**src/rtl/fir_symmetry_mc_sequencer_pkg.sv**
```systemverilog
// Shared FSM encoding and default sizing for the multi-cycle symmetric FIR sequencer and its sections.
package fir_mc_pkg;

  typedef enum logic [1:0] {
    IDLE = 2'd0,
    RUN  = 2'd1,
    DONE = 2'd2
  } state_t;

  localparam int DEF_DW  = 16;
  localparam int DEF_N   = 8;
  localparam int DEF_LGN = 3;

endpackage

```
**src/rtl/fir_symmetry_mc_sequencer_if.sv**
```systemverilog
// Sample handshake, slot/coefficient outputs and coefficient write port of the FIR sequencer.
interface fir_symmetry_mc_sequencer_if
  import fir_mc_pkg::*;
#(
  parameter int DW  = DEF_DW,
  parameter int LGN = DEF_LGN
);

  // A sample transfers on a rising edge where sample_valid && sample_ready; upstream holds
  // sample_valid (no retraction) until that edge, and sample_ready never depends on sample_valid.
  logic                  sample_valid;
  logic                  sample_ready;
  logic                  ce;
  logic [LGN-1:0]        cycle;
  logic signed [DW-1:0]  coeff;
  logic                  out_valid;
  logic                  cw_en;
  logic [LGN-1:0]        cw_addr;
  logic signed [DW-1:0]  cw_data;
  logic                  cw_commit;
  logic                  commit_pend;

  modport master (
    output sample_valid, cw_en, cw_addr, cw_data, cw_commit,
    input  sample_ready, ce, cycle, coeff, out_valid, commit_pend
  );

  modport slave (
    input  sample_valid, cw_en, cw_addr, cw_data, cw_commit,
    output sample_ready, ce, cycle, coeff, out_valid, commit_pend
  );

endinterface

```
**src/rtl/fir_symmetry_mc_sequencer_coeff_bank.sv**
```systemverilog
// Coefficient store: write port, optional shadow->live commit (FIR_MC_SHADOW_BANK_EN) and read mux.
module fir_mc_coeff_bank #(
  parameter int DW  = 16,
  parameter int N   = 8,
  parameter int LGN = 3
) (
  input  logic                 clk,
  input  logic                 rst_n,
  input  logic                 wr_en_i,
  input  logic [LGN-1:0]       wr_addr_i,
  input  logic signed [DW-1:0] wr_data_i,
  input  logic                 commit_i,
  input  logic [LGN-1:0]       rd_idx_i,
  output logic signed [DW-1:0] rd_data_o
);

  logic                 wr_hit;
  logic signed [DW-1:0] live_q [N];
  logic signed [DW-1:0] live_d [N];

  assign wr_hit = wr_en_i && (int'(wr_addr_i) < N);

`ifdef FIR_MC_SHADOW_BANK_EN
  logic signed [DW-1:0] shadow_q [N];
  logic signed [DW-1:0] shadow_d [N];

  // A write landing on the commit edge is folded into the copy.
  always_comb begin
    shadow_d = shadow_q;
    if (wr_hit) shadow_d[wr_addr_i] = wr_data_i;
    if (commit_i) live_d = shadow_d;
    else          live_d = live_q;
  end

  always_ff @(posedge clk or negedge rst_n) begin
    if (!rst_n) begin
      for (int i = 0; i < N; i++) begin
        live_q[i]   <= '0;
        shadow_q[i] <= '0;
      end
    end else begin
      live_q   <= live_d;
      shadow_q <= shadow_d;
    end
  end
`else
  logic unused_commit;
  assign unused_commit = commit_i;

  always_comb begin
    live_d = live_q;
    if (wr_hit) live_d[wr_addr_i] = wr_data_i;
  end

  always_ff @(posedge clk or negedge rst_n) begin
    if (!rst_n) begin
      for (int i = 0; i < N; i++) live_q[i] <= '0;
    end else begin
      live_q <= live_d;
    end
  end
`endif

  // Read from the next-state bank so the registered coeff sees this edge's write/commit.
  assign rd_data_o = (int'(rd_idx_i) < N) ? live_d[rd_idx_i] : '0;

endmodule

```
**src/rtl/fir_symmetry_mc_sequencer.sv**
```systemverilog
// Sequencer for time-multiplexed symmetric FIR sections: N slots per sample with registered cycle/coeff.
// Define FIR_MC_SHADOW_BANK_EN for a double-buffered coefficient store with deferred commit.
module fir_symmetry_mc_sequencer
  import fir_mc_pkg::*;
#(
  parameter int DW  = DEF_DW,
  parameter int N   = DEF_N,
  parameter int LGN = DEF_LGN
) (
  input  logic                      clk_sample,
  input  logic                      reset_n,
  fir_symmetry_mc_sequencer_if.slave bus,
  output state_t                    dbg_state_o
);

  localparam logic [LGN-1:0] LAST = LGN'(N - 1);

  state_t               state_q, state_d;
  logic [LGN-1:0]       cycle_q, cycle_d;
  logic                 ce_q;
  logic                 out_valid_q;
  logic signed [DW-1:0] coeff_q, coeff_d;
  logic                 commit_pend_q, commit_pend_d;
  logic                 commit_apply;

  always_comb begin
    state_d = state_q;
    cycle_d = '0;
    unique case (state_q)
      IDLE: if (bus.sample_valid) state_d = RUN;
      RUN: begin
        if (cycle_q == LAST) state_d = DONE;
        else                 cycle_d = cycle_q + 1'b1;
      end
      DONE:    state_d = IDLE;
      default: state_d = IDLE;
    endcase
  end

`ifdef FIR_MC_SHADOW_BANK_EN
  // The live bank only changes between samples, so a pending commit waits for IDLE.
  assign commit_apply  = commit_pend_q && (state_q == IDLE);
  assign commit_pend_d = bus.cw_commit || (commit_pend_q && !commit_apply);
`else
  logic unused_cw_commit;
  assign unused_cw_commit = bus.cw_commit;
  assign commit_apply     = 1'b0;
  assign commit_pend_d    = 1'b0;
`endif

  fir_mc_coeff_bank #(
    .DW (DW),
    .N  (N),
    .LGN(LGN)
  ) u_bank (
    .clk      (clk_sample),
    .rst_n    (reset_n),
    .wr_en_i  (bus.cw_en),
    .wr_addr_i(bus.cw_addr),
    .wr_data_i(bus.cw_data),
    .commit_i (commit_apply),
    .rd_idx_i (cycle_d),
    .rd_data_o(coeff_d)
  );

  always_ff @(posedge clk_sample or negedge reset_n) begin
    if (!reset_n) begin
      state_q       <= IDLE;
      cycle_q       <= '0;
      ce_q          <= 1'b0;
      out_valid_q   <= 1'b0;
      coeff_q       <= '0;
      commit_pend_q <= 1'b0;
    end else begin
      state_q       <= state_d;
      cycle_q       <= cycle_d;
      ce_q          <= (state_d == RUN);
      out_valid_q   <= (state_d == DONE);
      coeff_q       <= coeff_d;
      commit_pend_q <= commit_pend_d;
    end
  end

  assign bus.sample_ready = (state_q == IDLE);
  assign bus.ce           = ce_q;
  assign bus.cycle        = cycle_q;
  assign bus.coeff        = coeff_q;
  assign bus.out_valid    = out_valid_q;
  assign bus.commit_pend  = commit_pend_q;
  assign dbg_state_o      = state_q;

endmodule

```
**src/flat_wrapper.sv**
```systemverilog
// flat-port wrapper written by rule: the top's interface ports become plain ports
module fir_symmetry_mc_sequencer_flat import fir_mc_pkg::*;
#(
  parameter int DW  = DEF_DW,
  parameter int N   = DEF_N,
  parameter int LGN = DEF_LGN
)
  (clk_sample, reset_n, dbg_state_o, bus_sample_valid, bus_cw_en, bus_cw_addr, bus_cw_data, bus_cw_commit, bus_sample_ready, bus_ce, bus_cycle, bus_coeff, bus_out_valid, bus_commit_pend);
  fir_symmetry_mc_sequencer_if #(.DW(DW), .LGN(LGN)) bus_i ();
  input  logic clk_sample;
  input  logic reset_n;
  output state_t dbg_state_o;
  input wire logic [$bits(bus_i.sample_valid)-1:0] bus_sample_valid;
  input wire logic [$bits(bus_i.cw_en)-1:0] bus_cw_en;
  input wire logic [$bits(bus_i.cw_addr)-1:0] bus_cw_addr;
  input wire logic [$bits(bus_i.cw_data)-1:0] bus_cw_data;
  input wire logic [$bits(bus_i.cw_commit)-1:0] bus_cw_commit;
  output wire logic [$bits(bus_i.sample_ready)-1:0] bus_sample_ready;
  output wire logic [$bits(bus_i.ce)-1:0] bus_ce;
  output wire logic [$bits(bus_i.cycle)-1:0] bus_cycle;
  output wire logic [$bits(bus_i.coeff)-1:0] bus_coeff;
  output wire logic [$bits(bus_i.out_valid)-1:0] bus_out_valid;
  output wire logic [$bits(bus_i.commit_pend)-1:0] bus_commit_pend;
  assign bus_i.sample_valid = bus_sample_valid;
  assign bus_i.cw_en = bus_cw_en;
  assign bus_i.cw_addr = bus_cw_addr;
  assign bus_i.cw_data = bus_cw_data;
  assign bus_i.cw_commit = bus_cw_commit;
  assign bus_sample_ready = bus_i.sample_ready;
  assign bus_ce = bus_i.ce;
  assign bus_cycle = bus_i.cycle;
  assign bus_coeff = bus_i.coeff;
  assign bus_out_valid = bus_i.out_valid;
  assign bus_commit_pend = bus_i.commit_pend;
  fir_symmetry_mc_sequencer #(.DW(DW), .N(N), .LGN(LGN)) u_core (.clk_sample(clk_sample), .reset_n(reset_n), .bus(bus_i), .dbg_state_o(dbg_state_o));
endmodule
```
**config.mk**
```make
export PLATFORM = sky130hd
export DESIGN_NAME = fir_symmetry_mc_sequencer_flat
export DESIGN_NICKNAME = d
export VERILOG_FILES = /design/src/rtl/fir_symmetry_mc_sequencer_pkg.sv /design/src/rtl/fir_symmetry_mc_sequencer_if.sv /design/src/rtl/fir_symmetry_mc_sequencer_coeff_bank.sv /design/src/rtl/fir_symmetry_mc_sequencer.sv /design/src/flat_wrapper.sv
export SDC_FILE = /design/constraint.sdc
export NUM_CORES = 1
export LEC_CHECK = 0
export CORE_ASPECT_RATIO = 1.25
export CORE_MARGIN = 2
export CORE_UTILIZATION = 55
export DETAILED_ROUTE_END_ITERATION = 16
export PLACE_DENSITY = 0.75
export SLEW_MARGIN = 40
export SYNTH_ARGS = -nofsm -noshare
export SYNTH_HDL_FRONTEND = slang
export SYNTH_SLANG_ARGS = --single-unit
```
**constraint.sdc**
```tcl
create_clock -name clk_sample -period 3.1 [get_ports clk_sample]
set_input_delay 0.775 -clock clk_sample [delete_from_list [all_inputs] [get_ports clk_sample]]
set_output_delay 0.775 -clock clk_sample [all_outputs]
set_load 0.01 [all_outputs]
```
# Word level (Yosys, flattened, before mapping)
# Index checks and enable logic that the tools add are counted.
op_classes:
  n_addsub: 1
  order_cmp: 3
  n_eq_ne: 4
  muxes: 12
  bitwise: 2
  reduce_logical: 2
ops:
  columns: ["operator", "n"]
  rows:
  - ["128-bit bitwise mux", 1]
  - ["128-bit 2-to-1 mux", 1]
  - ["16-bit binary-select mux with 3-bit select", 1]
  - ["16-bit demux with 3-bit select", 1]
  - ["16-bit 2-to-1 mux", 3]
  - ["4-bit greater-or-equal comparator, second input constant", 2]
  - ["3-bit inverter with 4-bit output", 2]
  - ["3-bit 2-to-1 mux", 2]
  - ["2-bit by 1-bit == test with 1-bit output, second input constant", 2]
  - ["4-bit by 1-bit < comparator with 1-bit output, second input constant", 1]
  - ["2-bit 2-to-1 mux", 2]
  - ["2-bit one-hot mux with 2 select lines", 1]
  - ["3-bit by 1-bit adder with 3-bit output, second input constant", 1]
  - ["3-bit == test, second input constant", 1]
  - ["2-bit == test, second input constant", 1]
  - ["2-bit logical NOT", 1]
  - ["1-bit logical AND", 1]
totals:
  reg_bits: 151
  input_bits: 24
  out_inout_bits: 25
  word_cells: 37

# Logic depth before layout (Yosys ltp)
# Gate-level depths: netlist of run 1.
logic_depth:
  depth_word: 10
  ltp_mapped: 9
  mapped_depth_nobuf: 7

# Modules after synthesis
# A second synthesis of run 1 with hierarchy kept.
hier_totals:
  cells_unflattened: 419
  hier_area_um2: 6262.3
modules_own_cells:
  columns: ["module", "instances", "cells_each", "area_each_um2", "seq_area_each_um2"]
  rows:
  - ["fir_mc_coeff_bank", 1, 382, 5559.1, 3203.1]
  - ["fir_symmetry_mc_sequencer", 1, 37, 703.2, 575.6]

# Worst setup path before layout of run 1
# OpenSTA, ideal clock, no wires.
synth_timing:
  path_type: "in2reg"
  startpoint: "input port bus_cw_addr[0]"
  endpoint: "register u_core.coeff_q[10] (netlist: u_core.bus.coeff[10])"
  setup_ps: 133
  arrival_ps: 2109
  required_time_ps: 2967
  slack_ps: 858
  stages: 8
  path_buffers: 3
  cell_sequence: "buf_4 > and4bb_1 > buf_6 > buf_6 > mux2_4 > nor2b_1 > a31oi_1 > nand4_1"
synth_lines:
  columns: ["element", "line_no", "text"]
  rows:
  - ["from (decl)", "flat_wrapper.sv:15", "input wire logic [$bits(bus_i.cw_addr)-1:0] bus_cw_addr;"]
  - ["to (signal assigned)", "fir_symmetry_mc_sequencer.sv:79", "coeff_q <= coeff_d;"]
  - ["to (decl)", "fir_symmetry_mc_sequencer.sv:22", "logic signed [DW-1:0] coeff_q, coeff_d;"]

# Worst setup path in the final report of run 1
layout_timing:
  startpoint: "register u_core.cycle_q[0] (netlist: u_core.bus.cycle[0])"
  endpoint: "register u_core.coeff_q[12] (netlist: u_core.bus.coeff[12])"
layout_between:
  elab_chain_len: 7
  elab_cells_between_ends: 8
  cone_classes: "1 x add/sub; 1 x eq/ne; 5 x mux; 1 x bitwise"
layout_lines:
  columns: ["element", "line_no", "text"]
  rows:
  - ["from (decl)", "fir_symmetry_mc_sequencer.sv:19", "logic [LGN-1:0] cycle_q, cycle_d;"]
  - ["from (signal assigned)", "fir_symmetry_mc_sequencer.sv:76", "cycle_q <= cycle_d;"]
  - ["3-bit by 1-bit adder with 3-bit output / 3-bit == test (equally long branches)", "fir_symmetry_mc_sequencer.sv:33, fir_symmetry_mc_sequencer.sv:32", null]
  - ["3-bit 2-to-1 mux *", "fir_symmetry_mc_sequencer.sv:32", "if (cycle_q == LAST) state_d = DONE;"]
  - ["3-bit 2-to-1 mux *", "fir_symmetry_mc_sequencer.sv:29", "unique case (state_q)"]
  - ["3-bit inverter with 4-bit output (implied by the code) *", "fir_symmetry_mc_sequencer_coeff_bank.sv:65", "assign rd_data_o = (int'(rd_idx_i) < N) ? live_d[rd_idx_i] : '0;"]
  - ["16-bit binary-select mux with 3-bit select *", "fir_symmetry_mc_sequencer_coeff_bank.sv:65", null]
  - ["16-bit 2-to-1 mux (implied by the code) * (2 in series)", "fir_symmetry_mc_sequencer_coeff_bank.sv:65", null]
  - ["named net u_core.coeff_d[12]", "fir_symmetry_mc_sequencer.sv:22", null]
# Mark *: on every way through the listed nets, which the timed path passes. The rest lies on a longest branch. The select of a mux whose other input is x is not followed.

==> run metrics, run 1 <==
outcome finished clean; synth top area cells dfrtp_1, mux2_2, mux2_4, o21ai_0, a31oi_1; commonest cells in the netlist dfrtp_1, mux2_2, nand2_1; Critical R2R Launch u_core.bus.cycle[0]; Slew Viols, Final 0; Max Fclk 0.373 GHz; layout cells sized above 1 28.7%; Place WS 222 ps; most common cell in the netlist dfrtp_1; Die Wd 105 microns; PortBufs 46; Worst Tran Pin Value 632 ps; flops & latches, synth 151; GPL Wtd Cong 0.842; Antenna diodes 0; grt ovf 0; GRT Overall Usage 26.5%; final setup fails 0; initial antenna violation count 0; final worst-path cycle share 86.4%; fillers 878; largest net degree at the start of global routing 71; r2r setup slk 420 ps; Slew HR 57.8%; max cap viols 0; CTS tree yes; RSZ-0062 raised after global routing no; DRC errors left 0; Synth area leader dfrtp_1; area of the multi-input gates 0.00300 sq mm; post-route ant nets 0; wirelength, routed 17300 microns; Resized cells post-CTS 0; hold buffers post-CTS 0; Clock Sinks 151; crit path max fanout 16; start point of the critical path u_core.bus.cycle[0]; post-layout min period 2680 ps; Crit path largest cell delay 650 ps; post-synthesis area per instance 11.8 sq um; Root Buffer clkbuf_16; H-Tree Depth 4; Seq. cell area 0.00378 sq mm; worst hold path type input pin to asynchronous set/reset pin; P_leak 3.59 nW; top cell type's share of synthesized area 53.7%; vias 4969; Cell Chain, Critical Path ha_1, and3b_1, and3_1, o21ai_0, a2bb2o_1, nand4_1; final hold vios 0; Power Density 914 mW/mm^2; Layout Nets 655; Post-CTS Setup Bufs 0; Syn Nets 623; Core Area 0.0126 sq mm; peak supply drop 0.000493 V; WP data arrival 3020 ps; Boundary Pins 49; Starting Density 55.8%; row count 46; vias in the first global route 5142; FF-to-FF End u_core.bus.coeff[12]; Worst Setup Slack, final 423 ps; clk_lat worst skew 420 ps; Longest Clk Path Bufs 2; die height 130 microns; Yosys cell types 38; Num CTS Buffers 17; startpoint type of the worst setup path flop; Syn Std Cell Area 0.00703 sq mm; Crit path required time 3440 ps; drt via density 6.14; Worst path slowest cell and3_1; share of flip-flops with an asynchronous set or reset 100%; Critical path destination u_core.bus.coeff[12]; EDFF count, synth 0; clock slew seen by the registers of the worst setup and hold paths 60 ps; Worst R2R Path Depth 6; Final Skew 8.90 ps; total die area 0.0137 sq mm; Synth Instances 597; Seq/Total Area, Yosys 53.7%; Pre-antenna DRT Iters 6; synth warn 0; Setup CP Type flop to flop; crit end category flop; Synth Flop Type dfrtp_1; DR WL/cell 21.3 microns; drt first-iter violations 351; global-route wire length before repair 27300 microns; setup_tns 0 ps; post-DP HPWL 10400 microns; synthesis-to-finish area growth 19.0%
final cells by class:
cell class                 instances  area share (%)
sequential                       151            45.2
timing repair buffer              70            9.02
clock buffer                      22            5.67
clock inverter                     9            1.76
inverter                           2          0.0897
multi-input combinational        387            35.8
tap                              168            2.51
flip-flops by register name, summed over array words and instances, names as in the netlist:
name and cells:
u_core.bus.coeff 16, u_core.dbg_state_o 2, u_core.bus.out_valid 1, u_core.bus.cycle 3, u_core.bus.ce 1, u_core.u_bank.live_q 128
logic make-up (layout without fill, tap and decap cells):
group	after synthesis	in the layout	synth area share, %
simple gates	156	156	12.0
flops	151	151	53.7
mux	115	115	19.4
compound gates	113	113	10.2
buf+inv	59	103	4.20
fa+ha+maj	2	2	0.356
other cells	1	1	0.0533
through the flow:
step / area [sq um] / utilization (%) / hold WS (ps) / std cells / total power [W]
2_1_floorplan: 7030 / - / 441 / 597 / 0.00436
3_3_place_gp: 7750 / 61.5 / 452 / 778 / 0.00536
3_5_place_dp: 7750 / 61.5 / 457 / 778 / 0.00544
4_1_cts: 8370 / 66.4 / 327 / 809 / 0.00764
5_1_grt: 8370 / 66.4 / 353 / 809 / 0.00800
6_report: 8370 / 66.4 / 314 / 809 / 0.00765
cell usage in the layout, fill, tap and decap left out, types with 3 or more instances in the layout:
| master | count |
|---|---|
| o21ai_0 | 44 |
| mux2_4 | 20 |
| a2bb2o_1 | 7 |
| bufinv_16 | 4 |
| nor2_1 | 40 |
| o21ai_1 | 4 |
| clkinv_2 | 4 |
| mux2_2 | 92 |
| dfrtp_1 | 151 |
| clkbuf_8 | 3 |
| buf_12 | 9 |
| a2bb2o_2 | 8 |
| buf_4 | 15 |
| nor2b_1 | 25 |
| clkdlybuf4s50_1 | 45 |
| a31oi_1 | 32 |
| nand4_1 | 17 |
| nand2_1 | 50 |
| o22ai_1 | 16 |
| clkbuf_16 | 17 |
| and2b_1 | 7 |
| mux2i_1 | 3 |
power breakdown:
group	switching, W	internal, W	total, W
logic	0.00156	0.00122	0.00278
clock network	0.000762	0.00140	0.00216
registers	0.000218	0.00249	0.00271
total	0.00254	0.00511	0.00765
worst min path at each step:
stage	endpoint	slack, ps	cells after the start
floorplan	u_core.u_bank.live_q[10]	440	2
global placement	u_core.u_bank.live_q[4]	450	2
detailed placement	u_core.u_bank.live_q[10]	460	2
CTS	u_core.u_bank.live_q[81]	330	1
global route	u_core.u_bank.live_q[81]	350	1
finish	u_core.u_bank.live_q[81]	310	1
per-layer routing:
| metal | track usage [%] | vias up | routed length (microns) |
|---|---|---|---|
| met1 | 34.0 | 2528 | 7120 |
| met2 | 44.2 | 224 | 8540 |
| met4 | 11.1 | 0 | 448 |
| met5 | 0 | - | 0 |
| li1 | - | 2182 | - |
| met3 | 5.41 | 35 | 1160 |
critical path: cells and delay by family (launching register included):
kind	cells	cell delay, ps
adder cells (fa/ha/maj)	1	390
AND/OR/NAND/NOR	3	1230
flip-flops	1	450
AO/OA/AOI/OAI	2	530
Note: power is estimated with default switching activity, not from simulation.
==> run 2: changes to the inputs <==
Settings changed: SLEW_MARGIN 40 to 0.
==> results of run 2 <==
No change in the layout: final DEF, timing and power equal those of run 1.
==> run 3: changes to the inputs <==
Settings changed: CORE_ASPECT_RATIO 1.25 to 0.9.
==> run 3 against run 2 <==
  * Total power fell by 4.4%
  * Largest cell class unchanged
  * Via count decreased by 2.1%
  * Core utilization decreased by 1.2 points
  * Fmax is 0.82% lower
==> run metrics, run 3 (same netlist as run 1, synthesis figures left out) <==
peak supply drop 0.000677 V (+38%); Longest Clk Path Bufs 2 (unchanged); Layout Nets 654 (-0.15%); Worst Tran Pin Value 766 ps (+134 ps); RSZ-0062 raised after global routing no; Slew HR 48.9% (-8.9 points); Antenna diodes 0 (unchanged); wirelength, routed 17000 microns (-1.7%); Root Buffer clkbuf_16; crit end category flop; Clock Sinks 151 (unchanged); H-Tree Depth 4 (unchanged); die height 111 microns (-15%); clk_lat worst skew 420 ps (about the same); GRT Overall Usage 26.8% (+0.32 points); Setup CP Type input pin to flop; clock slew seen by the registers of the worst setup and hold paths 60 ps (about the same); worst hold path type input pin to asynchronous set/reset pin; Resized cells post-CTS 0 (unchanged); post-DP HPWL 10100 microns (-3.3%); final worst-path cycle share 87.1% (+0.71 points); Worst path slowest cell nand4b_2; area of the multi-input gates 0.00300 sq mm (unchanged); Power Density 890 mW/mm^2 (-2.5%); crit path max fanout 16 (unchanged); Pre-antenna DRT Iters 5 (-1); Crit path largest cell delay 780 ps (+130 ps); commonest non-fill, non-tap cell in the layout dfrtp_1; dpl cells 773 (-0.64%); Crit path required time 3370 ps (-70 ps); CP top delay family simple AND/OR/NAND/NOR gates; Final Skew 5.56 ps (-3.33 ps); fillers 967 (+10%); startpoint type of the worst setup path input pin; DR WL/cell 21.1 microns (-1.1%); Largest register FFs 128 (unchanged); WP data arrival 2970 ps (-50 ps); global-route wire length before repair 27400 microns (+0.33%); Core Area 0.0126 sq mm (-0.12%); Top reg by flops u_core.u_bank.live_q; Max Fclk 0.370 GHz (-0.82%); P_leak 3.52 nW (-2.0%); hold buffers post-CTS 0 (unchanged); outcome finished clean; Post-CTS Setup Bufs 0 (unchanged); CTS tree yes; GPL Wtd Cong 0.810 (-3.9%); row count 39 (-15%); post-route ant nets 0 (unchanged); Slew Viols, Final 0 (unchanged); vias 4863 (-2.1%); Layout Cells excl Fill 804 (-0.62%); total die area 0.0137 sq mm (about the same); Seq. cell area 0.00378 sq mm (unchanged); Cell Chain, Critical Path clkdlybuf4s50_1, nand4b_2, mux2_2, a31oi_1, nand4_1; drt via density 6.05 (-1.5%); DRC errors left 0 (unchanged); drt first-iter violations 340 (-3.1%); synthesis-to-finish area growth 16.8%; layout cells sized above 1 27.7% (-1.0 points); final hold vios 0 (unchanged); Final Util 65.2% (-1.2 points); Die Wd 123 microns (+17%); most frequent cells in the layout dfrtp_1, mux2_2, nand2_1; PortBufs 46 (unchanged); vias in the first global route 5065 (-1.5%); grt ovf 0 (unchanged); initial antenna violation count 0 (unchanged); Starting Density 55.8% (+0.067 points); worst path buffer plus inverter count 1 (+1); largest net degree at the start of global routing 68 (-4.2%); post-layout min period 2700 ps (+22.0 ps); Num CTS Buffers 17 (unchanged); final setup fails 0 (unchanged); max cap viols 0 (unchanged); Boundary Pins 49 (unchanged)
==> run 3: changes by cell type in the layout (fill, tap and decap cells not counted) <==
cell	previous run	this run
buf_12	9	6
buf_4	15	17
bufinv_16	4	0
clkbuf_1	2	8
clkinv_2	4	2
==> run 3: area by class of cell <==
| class | instances | share of cell area [%] |
|---|---|---|
| well taps | 164 | 2.50 |
| multi-input cells | 387 | 36.5 |
| flip-flops and latches | 151 | 46.0 |
| inverters | 2 | 0.0914 |
| clock buffers | 28 | 6.05 |
| clock inverters | 3 | 0.213 |
| repair buffers | 69 | 8.64 |
==> run 3: where the power goes <==
group          internal [W]  switching [W]  total, W  leakage (nW)
Sequential          0.00249       0.000231   0.00272          1.83
Combinational       0.00123        0.00154   0.00277          1.44
Clock               0.00108       0.000738   0.00182         0.248
Total               0.00480        0.00251   0.00731          3.52
==> run 3: layer usage <==
metal	vias to the layer above	track usage, %	wire length [microns]
met3	31	3.91	700
met2	141	44.3	8820
met1	2510	35.2	7140
met4	0	11.0	327
li1	2181	-	-
met5	-	0	0
==> run 3: through the flow <==
stage	power (W)	worst slack, ps	hold WS (ps)	TNS [ps]	instance area [sq um]
6_report	0.00731	400	340	0	8210
3_3_place_gp	0.00538	16.2	453	0	7700
2_1_floorplan	0.00436	858	441	0	7030
3_5_place_dp	0.00548	-23.4	457	-62.8	7700
5_1_grt	0.00767	261	386	0	8210
4_1_cts	0.00731	417	364	0	8210
==> run 3: path summary, 6_finish.rpt <==
path / cells after the start / start / slack, ps / end
worst min-delay path: 1 / reset_n / 340 / u_core.u_bank.live_q[86]
min in group clk_sample: 2 / u_core.u_bank.live_q[15] / 470 / u_core.u_bank.live_q[15]
worst max register to register: 7 / u_core.bus.cycle[0] / 570 / u_core.bus.coeff[2]
worst max-delay path: 5 / bus_cw_addr[1] / 400 / u_core.bus.coeff[13]
worst min register to register: 2 / u_core.u_bank.live_q[15] / 470 / u_core.u_bank.live_q[15]
max in group asynchronous: 2 / reset_n / 1890 / u_core.u_bank.live_q[37]
